$ cat src/rtl/fifo_wr_arbiter_pkg.sv
// Shared types and width helpers for the FIFO write-port arbiter.
package fifo_arb_pkg;

   typedef enum logic {IDLE = 1'b0, OWN = 1'b1} arb_state_t;

   function automatic int id_w(input int n);
      return (n > 1) ? $clog2(n) : 1;
   endfunction

   function automatic int cnt_w(input int b);
      return $clog2(b + 1);
   endfunction

endpackage

$ cat src/rtl/fifo_wr_arbiter_rr_picker.sv
// Round-robin picker: first set req after ptr, wrapping; rotate, priority-encode, un-rotate.
module rr_picker
   import fifo_arb_pkg::*;
#(
   parameter int NUM_REQ = 4,
   parameter int ID_W    = id_w(NUM_REQ)
) (
   input  logic [NUM_REQ-1:0] req,
   input  logic [ID_W-1:0]    ptr,
   output logic               valid,
   output logic [ID_W-1:0]    winner
);

   logic [NUM_REQ-1:0] rot;
   int base;
   int off;

   always_comb begin
      base = (int'(ptr) + 1) % NUM_REQ;
      for (int i = 0; i < NUM_REQ; i++)
         rot[i] = req[ID_W'((base + i) % NUM_REQ)];
      off   = 0;
      valid = 1'b0;
      // descending scan so the lowest rotated index is the one left standing
      for (int i = NUM_REQ - 1; i >= 0; i--) begin
         if (rot[i]) begin
            off   = i;
            valid = 1'b1;
         end
      end
      winner = ID_W'((base + off) % NUM_REQ);
   end

endmodule

$ cat src/rtl/fifo_wr_arbiter.sv
// Round-robin burst arbiter sharing one FIFO write port among NUM_REQ producers.
module fifo_wr_arbiter
   import fifo_arb_pkg::*;
#(
   parameter int NUM_REQ    = 4,
   parameter int DATA_WIDTH = 8,
   parameter int BURST_MAX  = 4,
   localparam int ID_W      = id_w(NUM_REQ),
   localparam int CNT_W     = cnt_w(BURST_MAX)
) (
   input  logic                          clk,
   input  logic                          rst_,
   input  logic [NUM_REQ-1:0]            req,
   input  logic [NUM_REQ*DATA_WIDTH-1:0] req_data,
   input  logic [NUM_REQ-1:0]            req_last,
   output logic [NUM_REQ-1:0]            gnt,
   input  logic                          fifo_full,
   output logic                          fifo_wr_en,
   output logic [DATA_WIDTH-1:0]         fifo_din,
   output logic [ID_W-1:0]               owner_id,
   output logic                          busy
);

   arb_state_t state, state_nx;
   logic [ID_W-1:0]       rr_ptr;
   logic [CNT_W-1:0]      beat_cnt;
   logic [DATA_WIDTH-1:0] lane [NUM_REQ];

   logic            own, cur_req, cur_last, xfer, burst_end, rel, load;
   logic            pick_valid;
   logic [ID_W-1:0] pick_id;

   for (genvar g = 0; g < NUM_REQ; g++) begin : g_lane
      assign lane[g] = req_data[g*DATA_WIDTH +: DATA_WIDTH];
   end

   // rr_ptr tracks owner_id while in OWN, so one pointer serves both cases
   rr_picker #(.NUM_REQ(NUM_REQ), .ID_W(ID_W)) u_pick (
      .req    (req),
      .ptr    (rr_ptr),
      .valid  (pick_valid),
      .winner (pick_id)
   );

   assign own       = (state == OWN);
   assign cur_req   = req[owner_id];
   assign cur_last  = req_last[owner_id];
   assign xfer      = own && cur_req && !fifo_full;
   assign burst_end = (beat_cnt == CNT_W'(BURST_MAX - 1));
   assign rel       = own && ((xfer && (cur_last || burst_end)) || !cur_req);
   assign load      = (!own || rel) && pick_valid;

   always_ff @(posedge clk or negedge rst_) begin
      if (!rst_) state <= IDLE;
      else       state <= state_nx;
   end

   always_comb begin
      state_nx = state;
      case (state)
         IDLE:    if (pick_valid) state_nx = OWN;
         OWN:     if (rel)        state_nx = pick_valid ? OWN : IDLE;
         default: state_nx = IDLE;
      endcase
   end

   always_comb begin
      busy       = own;
      fifo_wr_en = xfer;
      fifo_din   = xfer ? lane[owner_id] : '0;
      gnt        = '0;
      if (xfer) gnt[owner_id] = 1'b1;
   end

   always_ff @(posedge clk or negedge rst_) begin
      if (!rst_) begin
         rr_ptr   <= ID_W'(NUM_REQ - 1);
         owner_id <= '0;
         beat_cnt <= '0;
      end else if (load) begin
         rr_ptr   <= pick_id;
         owner_id <= pick_id;
         beat_cnt <= '0;
      end else if (xfer) begin
         beat_cnt <= beat_cnt + CNT_W'(1);
      end
   end

endmodule

$ cat config.mk
export PLATFORM = sky130hd
export DESIGN_NAME = fifo_wr_arbiter
export DESIGN_NICKNAME = d
export VERILOG_FILES = /design/src/rtl/fifo_wr_arbiter_pkg.sv /design/src/rtl/fifo_wr_arbiter_rr_picker.sv /design/src/rtl/fifo_wr_arbiter.sv
export SDC_FILE = /design/constraint.sdc
export NUM_CORES = 1
export LEC_CHECK = 0
export CORE_MARGIN = 5
export CORE_UTILIZATION = 36
export DETAILED_ROUTE_END_ITERATION = 8
export PLACE_DENSITY = 0.8
export REMOVE_ABC_BUFFERS = 1
export SLEW_MARGIN = 15
export SYNTH_ARGS = -nofsm -noshare
export SYNTH_HDL_FRONTEND = slang
export SYNTH_SLANG_ARGS = --single-unit
$ cat constraint.sdc
create_clock -name clk -period 2.1 [get_ports clk]
set_input_delay 0.42 -clock clk [delete_from_list [all_inputs] [get_ports clk]]
set_output_delay 0.42 -clock clk [all_outputs]
set_load 0.01 [all_outputs]
# == Word level (Yosys, flattened, before mapping) ==
# Cells that the tools add are included.
# word_totals
regBits,8
input_bits,43
out_inout_bits,16
wordCells,69
# op_classes
addsub,6
n_lt_le_gt_ge,7
eq_ne,1
muxes,36
bitwise,2
n_reduce_logical,13
# op_table
op,count
two-way mux 8 bit,3
two-way mux 1 bit,17
binary-select mux 8 bit (select 2 bit),1
"< comparator 2 x 4 -> 1 bit, second input constant",4
binary-select mux 1 bit (select 2 bit),6
two-way mux 2 bit,4
logical AND 1 bit,6
two-way mux 3 bit,2
"adder 2 x 1 -> 2 bit, second input constant",2
"adder 2 bit, second input constant",2
two-way mux 4 bit,1
"adder 3 x 1 -> 3 bit, second input constant",1
"equality test 3 x 2 -> 1 bit, second input constant",1
">= comparator 3 bit, second input constant",1
zero test 1 bit,3
logical OR 1 bit,3
"< comparator 2 x 3 -> 1 bit, second input constant",1
inverter 2 -> 3 bit,1
adder 2 bit,1
demux 1 bit (select 2 bit),1
">= comparator 2 x 1 -> 1 bit, second input constant",1
one-hot mux 1 bit (2 select lines),1
nonzero test 2 bit,1
inverter 1 bit,1

# == Depth between registers and ports, before layout ==
# Gate-level depths: netlist of the first run.
# depth
depth_word,12
depth_mapped,10

# == By module ==
# Synthesis of the first run repeated with hierarchy kept, for this count alone.
# hier_totals
hier_cells,83
hier_area_um2,954.7
# by_module_without_submodules
mod,instances,cells_each,area_each_um2,seq_area_each_um2
fifo_wr_arbiter,1,57,775.7,202.7
rr_picker,1,26,178.9,0.0

# == Worst setup path after synthesis of the first run ==
# No wires, ideal clock.
# synth_path
path_kind,register -> output
start,reg owner_id[0]
end,out fifo_din[2]
arrival_time_ps,1649
required_time_ps,1680
slack_ps,31
path_stages_with_launch,5
cell_sequence,dfrtp_1 -> buf_6 -> clkbuf_1 -> mux4_2 -> and2_1
# synth_via
elab_chain_cells,5
# synth_rtl
item,line_no,text
"start, declared",fifo_wr_arbiter.sv:20,"output logic [ID_W-1:0] owner_id,"
"start signal, assigned",fifo_wr_arbiter.sv:82,owner_id <= pick_id;
inverter 2 -> 3 bit (not written as such) / binary-select mux 1 bit (select 2 bit) (equally long branches),"fifo_wr_arbiter.sv:70, fifo_wr_arbiter.sv:46",
binary-select mux 8 bit (select 2 bit) / two-way mux 1 bit (equally long branches),"fifo_wr_arbiter.sv:70, fifo_wr_arbiter.sv:46",
two-way mux 8 bit (not written as such) / logical AND 1 bit (equally long branches) (2 in series),"fifo_wr_arbiter.sv:70, fifo_wr_arbiter.sv:48",
two-way mux 8 bit (*),fifo_wr_arbiter.sv:70,fifo_din = xfer ? lane[owner_id] : '0;
"end, declared",fifo_wr_arbiter.sv:19,"output logic [DATA_WIDTH-1:0] fifo_din,"
# Mark *: on every way between the ends. The rest lies on a longest branch, timed or not. The select of a mux whose other input is x is not followed.

# == Final worst setup path of the first run ==
# layout_path
start,in req[2]
end,out gnt[3]
# layout_via
elab_chain_cells,5
# layout_rtl
item,line_no,text
"start, declared",fifo_wr_arbiter.sv:13,"input logic [NUM_REQ-1:0] req,"
binary-select mux 1 bit (select 2 bit),fifo_wr_arbiter.sv:46,assign cur_req = req[owner_id];
two-way mux 1 bit (not written as such),fifo_wr_arbiter.sv:46,
logical AND 1 bit (2 in series),fifo_wr_arbiter.sv:48,assign xfer = own && cur_req && !fifo_full;
two-way mux 4 bit,fifo_wr_arbiter.sv:72,if (xfer) gnt[owner_id] = 1'b1;
"end, declared",fifo_wr_arbiter.sv:16,"output logic [NUM_REQ-1:0] gnt,"
# No other way between the ends. The select of a mux whose other input is x is not followed.

==> flow_summary.yaml, run 1 <==
run_status:
  status: "finished with violations"
  violations: "negative setup slack"
drt:
  viasPerCell: 5.129
  vias: 995
  drtPass1Iterations: 4
  routedWlPerCell_um: 15.44
  drc_errors: 0
  wl_um: 2995
  final_antenna_net_count: 0
  drtIter0Drc: 35
sta:
  slew_viol_final: 0
  worstMarginPinSlew_ps: 369.3
  finalWorstSetupSlack_ps: -67.32
  hold_violations: 0
  setup_viol: 10
  finalCriticalPeriod_ps: 2167
  fmax_mhz: 461.4
  finClkSkew_ps: 0.5160
  slew_headroom: 0.7531
  fin_crit_sh: 1.032
  rsz0062_at_grt: "yes"
power:
  powerDensity_nw_per_um2: 1069
  ir_drop_v: 0.001086
  p_leak_uw: 0.0006971
  total_power_uw: 1740
flow_run:
  maxCapViolCount: 0
placed_design:
  port_buffers: 58
  finalWeightedCongestion: 0.7660
  place_area_um2: 1549
  detailed_place_hpwl_um: 2427
worst_setup_path:
  critical_path.max_fanout: 6
  reg2reg_slack_ps: 110
  cp-start-kind: "input pin"
  reg2reg_depth: 9
  worstSetupEndpointType: "output pin"
  required_ps: 1680
  worst_r2r_endpoint: "rr_ptr[1]"
  crit_type: "input pin to output pin"
  r2r-start: "rr_ptr[0]"
  crit_arrival_ps: 1750
final_layout:
  areaGrowthSynthToFinish_pct: 79.20
  fillCellCount: 193
  nNetsFinal: 212
  antennaDiodeCount: 0
  drive_above_1_share: 0.3780
  postLayoutCellArea_um2: 1628
cts:
  h-tree-depth: 1
  cts_buffer_depth: 2
  clock_latency_ps: 250
  holdBufCountCts: 0
  clockRootBuffer: "clkbuf_4"
  clock_sinks: 8
  path_clk_slew_ps: 50
  cts_buffers: 3
  cts_tree: "yes"
floorplan:
  initial_core_util: 0.3700
  die_y_um: 60.23
  core_area_um2: 2455
  num_rows: 18
  die_x_um: 60.23
  die-area_um2: 3628
  ios: 59
global_routing:
  grt_overflow: 0
  grt_max_degree: 17
  grtUsageTotal: 0.1601
  grt_pass1_wl_um: 4429
  antenna_found_initial: 0
  first_global_vias: 965
logic_synthesis:
  synth.avg_cell_area_um2: 9.767
  ys_seq_elements: 8
  ys_types: 41
  synth_edf_count: 0
  async_flop_share: 1.000
  yosysWarnings: 0
  syn-instance-count: 93
  synth_ff_type: "dfrtp_1"
  yosysSeqAreaShare: 0.2231
  synthesis.area_um2: 908.4
worst_hold_path:
  hold_class: "input pin to async pin"
## cell usage after synthesis, drive strengths merged, types with 2 or more instances
master / count / area (um^2)
a21oi: 3 / 15.01
and2: 8 / 50.05
and3: 2 / 17.52
buf: 4 / 38.78
clkbuf: 4 / 21.27
dfrtp: 6 / 150.1
dfstp: 2 / 52.55
ha: 3 / 37.54
inv: 4 / 17.52
mux2: 2 / 22.52
mux2i: 2 / 20.02
mux4: 9 / 202.7
nand2: 10 / 40.04
nand2b: 2 / 12.51
nor2: 9 / 33.78
nor3: 2 / 10.01
o21ai: 2 / 13.76
o31ai: 2 / 15.01
xnor2: 2 / 17.52
## stage by stage
| step | worst slack, ps | TNS (ps) | std cells | hold WS, ps | util |
|---|---|---|---|---|---|
| floorplan | -190.5 | -1635 | 85 | 124.4 | - |
| global placement | -561.6 | -7278 | 184 | 514.7 | 0.6310 |
| detailed placement | -622.2 | -8292 | 184 | 534.2 | 0.6310 |
| CTS | -66.02 | -527.2 | 189 | 453.3 | 0.6310 |
| global route | -136.2 | -1296 | 194 | 466.0 | 0.6631 |
| finish | -67.32 | -472.5 | 194 | 453.8 | 0.6631 |
## worst max-delay path, stage by stage
cell and delay, ps:
dlygate4sd2_1 250, mux4_2 480, nand2_2 90, or2_4 180, inv_6 50, and3_4 160, buf_6 110
## where the power goes
part	switching, uW	internal [uW]	total [uW]	leakage [uW]
Clock	49.5	65.2	115	0.0000138
Combinational	545	771	1320	0.000588
Sequential	73.2	235	308	0.0000948
Total	668	1070	1740	0.000697
## cells by family after synthesis
family / count (synthesis) / synth area share
AOI/OAI and AO/OA: 15 / 0.1240
xor gates and xnor gates: 3 / 0.02893
adders and majority gates: 3 / 0.04133
buffers and inverters: 12 / 0.08539
DFF: 8 / 0.2231
muxes: 13 / 0.2700
and+or+nand+nor: 39 / 0.2273
## per-layer routing
| metal | global-route usage | wire length (um) | vias up |
|---|---|---|---|
| met5 | 0 | 0 | - |
| met3 | 0.04968 | 389 | 0 |
| met1 | 0.1884 | 1166 | 463 |
| li1 | - | - | 484 |
| met4 | 0.01899 | 0 | 0 |
| met2 | 0.2901 | 1438 | 48 |
## what timing repair did
item                       in CTS  in global routing
setup buffers                   1                  5
resized for setup              64                 13
pin swaps                       3                  2
cloned                          1                  0
setup endpoints to repair      15                 15
## cell usage in the layout, fill, tap and decap left out, types with 3 or more instances in the layout
| master | netlist | layout |
|---|---|---|
| clkdlybuf4s50_1 | 0 | 41 |
| buf_4 | 0 | 17 |
| mux4_2 | 9 | 9 |
| nor2_1 | 9 | 9 |
| nand2_1 | 9 | 8 |
| buf_6 | 3 | 7 |
| and2_4 | 0 | 6 |
| dfrtp_1 | 6 | 6 |
| buf_2 | 1 | 5 |
| inv_1 | 3 | 3 |
| a21oi_1 | 3 | 3 |
| ha_1 | 3 | 3 |
| clkbuf_4 | 1 | 3 |
| dlygate4sd2_1 | 0 | 3 |
## area by class of cell
cell class / instances / area, um^2 / share of cell area
flip-flops and latches: 8 / 202.7 / 0.1245
repair buffers: 75 / 683.2 / 0.4197
repair inverters: 1 / 6.256 / 0.003843
clock buffers: 3 / 22.52 / 0.01384
multi-input cells: 73 / 655.6 / 0.4028
well taps: 30 / 37.54 / 0.02306
inverters: 4 / 20.02 / 0.01230
## worst max path at each step
stage | end | startpoint
floorplan | gnt[3] | owner_id[0]
global placement | gnt[3] | req[3]
detailed placement | gnt[3] | req[3]
CTS | fifo_din[1] | owner_id[0]
global route | gnt[3] | owner_id[0]
finish | gnt[3] | req[2]
## sequential cells by signal (all words and copies together) (netlist names)
register and count:
beat_cnt 3, owner_id 2, rr_ptr 2, busy 1
Note: power is estimated with default switching activity, not from simulation.
==> run 2, diff against run 1 <==
--- a/config.mk
+++ b/config.mk
@@ -5,6 +5,7 @@
 export SDC_FILE = /design/constraint.sdc
 export NUM_CORES = 1
 export LEC_CHECK = 0
+export CAP_MARGIN = 20
 export CORE_MARGIN = 5
 export CORE_UTILIZATION = 36
 export DETAILED_ROUTE_END_ITERATION = 8
==> results of run 2 <==
The final DEF is identical to that of run 1; final timing and power are the same.
==> run 3, diff against run 2 <==
--- a/config.mk
+++ b/config.mk
@@ -10,6 +10,7 @@
 export CORE_UTILIZATION = 36
 export DETAILED_ROUTE_END_ITERATION = 8
 export PLACE_DENSITY = 0.8
+export RECOVER_POWER = 100
 export REMOVE_ABC_BUFFERS = 1
 export SLEW_MARGIN = 15
 export SYNTH_ARGS = -nofsm -noshare
==> run 3 against run 2 <==
Net effect:
- final cell count stayed put
- core utilization is 0.41 points lower
- setup slack worse by 0.53 ps
- global-route usage stayed put
- first-iteration DRC count is 17% lower
- the run still ends with negative setup slack left
- critical path depth is 1 lower
- count of clock-buffer cells in the layout stayed put
- die area stayed put
- critical endpoint unchanged
- fmax hardly changed
- wire length hardly changed
==> flow_summary.yaml, run 3 (same netlist as run 1, synthesis figures left out) <==
cts:
  cts_tree: "yes"
  path_clk_slew_ps: 50
  clock_sinks: 8
  clock_latency_ps: 250
  cts_buffer_depth: 2
  cts_buffers: 3
  clockRootBuffer: "clkbuf_4"
  h-tree-depth: 1
power:
  powerDensity_nw_per_um2: 1066
  ir_drop_v: 0.001086
  pwr-share-seq: 0.179
  cellInternalPower_uw: 1061
  p_leak_uw: 0.0006889
  pwr-share-comb: 0.755
  p_sw_frac: 0.3848
  pwr-share-clk: 0.067
  total_power_uw: 1725
  switchingPower_uw: 663.9
worst_setup_path:
  crit_type: "flip-flop to output pin"
  cp-start-kind: "flip-flop"
  slowest_stage: "mux4_2"
  crit_arrival_ps: 1750
  r2r-start: "owner_id[0]"
  critical-path-max-stage-delay_ps: 520
  path_cells: "mux4_2 > nand2_2 > or2_4 > inv_6 > and3_4 > buf_6"
  worst-path-buf-inv: 2
  critical_path.max_fanout: 6
  worstSetupEndpointType: "output pin"
  required_ps: 1680
  crit_start: "owner_id[0]"
  critPathTopFamily: "multiplexers"
drt:
  drtIter0Drc: 29
  drc_errors: 0
  routedWlPerCell_um: 15.43
  vias: 995
  final_antenna_net_count: 0
  wl_um: 2993
  drtPass1Iterations: 4
  viasPerCell: 5.129
floorplan:
  core_area_um2: 2455
  die_x_um: 60.23
  die-area_um2: 3628
  num_rows: 18
  initial_core_util: 0.3700
  ios: 59
  die_y_um: 60.23
run_status:
  status: "finished with violations"
  violations: "negative setup slack"
sta:
  fin_crit_sh: 1.032
  fmax_mhz: 461.3
  slew_viol_final: 0
  hold_slack_ps: 522.7
  finClkSkew_ps: 0.4428
  setup_viol: 10
  finalCriticalPeriod_ps: 2168
  finalWorstSetupSlack_ps: -67.85
  worstMarginPinSlew_ps: 462.3
  slew_headroom: 0.6897
  rsz0062_at_grt: "yes"
  hold_violations: 0
final_layout:
  areaGrowthSynthToFinish_pct: 78.10
  final_core_util: 0.6590
  drive_above_1_share: 0.3659
  largest_register_ffs: 3
  largestRegisters: "beat_cnt: 3 flops, owner_id: 2 flops, rr_ptr: 2 flops"
  largest_register: "beat_cnt"
  antennaDiodeCount: 0
  final_cell_mix: "clkdlybuf4s50_1, buf_4, mux4_2, nor2_1, nand2_1"
  layout_commonest_cell: "clkdlybuf4s50_1"
  nNetsFinal: 212
  postLayoutCellArea_um2: 1618
flow_run:
  maxCapViolCount: 0
placed_design:
  detailed_place_hpwl_um: 2427
  port_buffers: 58
  finalWeightedCongestion: 0.7660
  place_ws_ps: -622.2
  place_area_um2: 1549
worst_hold_path:
  hold_class: "input pin to async pin"
global_routing:
  grt_pass1_wl_um: 4429
  grtUsageTotal: 0.1601
  grt_overflow: 0
  grt_max_degree: 17
  antenna_found_initial: 0
  first_global_vias: 965
run 3: final cells by class:
type / count / area [um^2]
clock buffer: 3 / 22.52
fill: 192 / 837.1
inverter: 4 / 20.02
multi-input combinational: 73 / 651.9
sequential: 8 / 202.7
tap: 30 / 37.54
timing repair buffer: 75 / 676.9
timing repair inverter: 1 / 6.256
run 3: power groups by stage:
stage                     Sequential [uW]  Combinational [uW]  Clock (uW)
after floorplan                       387                 654           0
after global placement                308                1160           0
after detailed placement              316                1190           0
after CTS                             313                1190         121
after global routing                  318                1410         131
final                                 308                1300         115
run 3: through the flow:
step	TNS (ps)	cells
6_report	-485.5	194
5_1_grt	-1783	194
4_1_cts	-527.2	189
3_5_place_dp	-8292	184
3_3_place_gp	-7278	184
2_1_floorplan	-1635	85
run 3: what timing repair did:
item / 4_1_cts / 5_1_grt
resized for setup: 64 / 13
cloned: 1 / 0
setup buffers: 1 / 5
hold endpoints to repair: 0 / 0
pin swaps: 3 / 2
setup endpoints to repair: 15 / 15
hold buffers: 0 / 0
run 3: metal layers:
layer | vias to the layer above | part of all wire | global-route usage
met4 | 0 | 0 | 0.01899
met2 | 48 | 0.48 | 0.2901
met3 | 0 | 0.13 | 0.04968
met5 | - | 0 | 0
met1 | 463 | 0.39 | 0.1884
li1 | 484 | - | -
run 3: worst paths after layout:
check,endpoint,slack (ps),cells past startpoint
max,gnt[3],-70,6
min,owner_id[1],520,1
max reg2reg,owner_id[0],40,7
min reg2reg,rr_ptr[1],540,2
max in group asynchronous,rr_ptr[0],1270,1
min in group clk,rr_ptr[1],540,2
run 3: worst reg2reg max path: cells and delay by family, from the launching register on:
kind	cells	cell delay [ps]
AOI/OAI and AO/OA	1	390
and+or+nand+nor	1	60
DFF	1	400
buffers and inverters	3	370
muxes	2	730
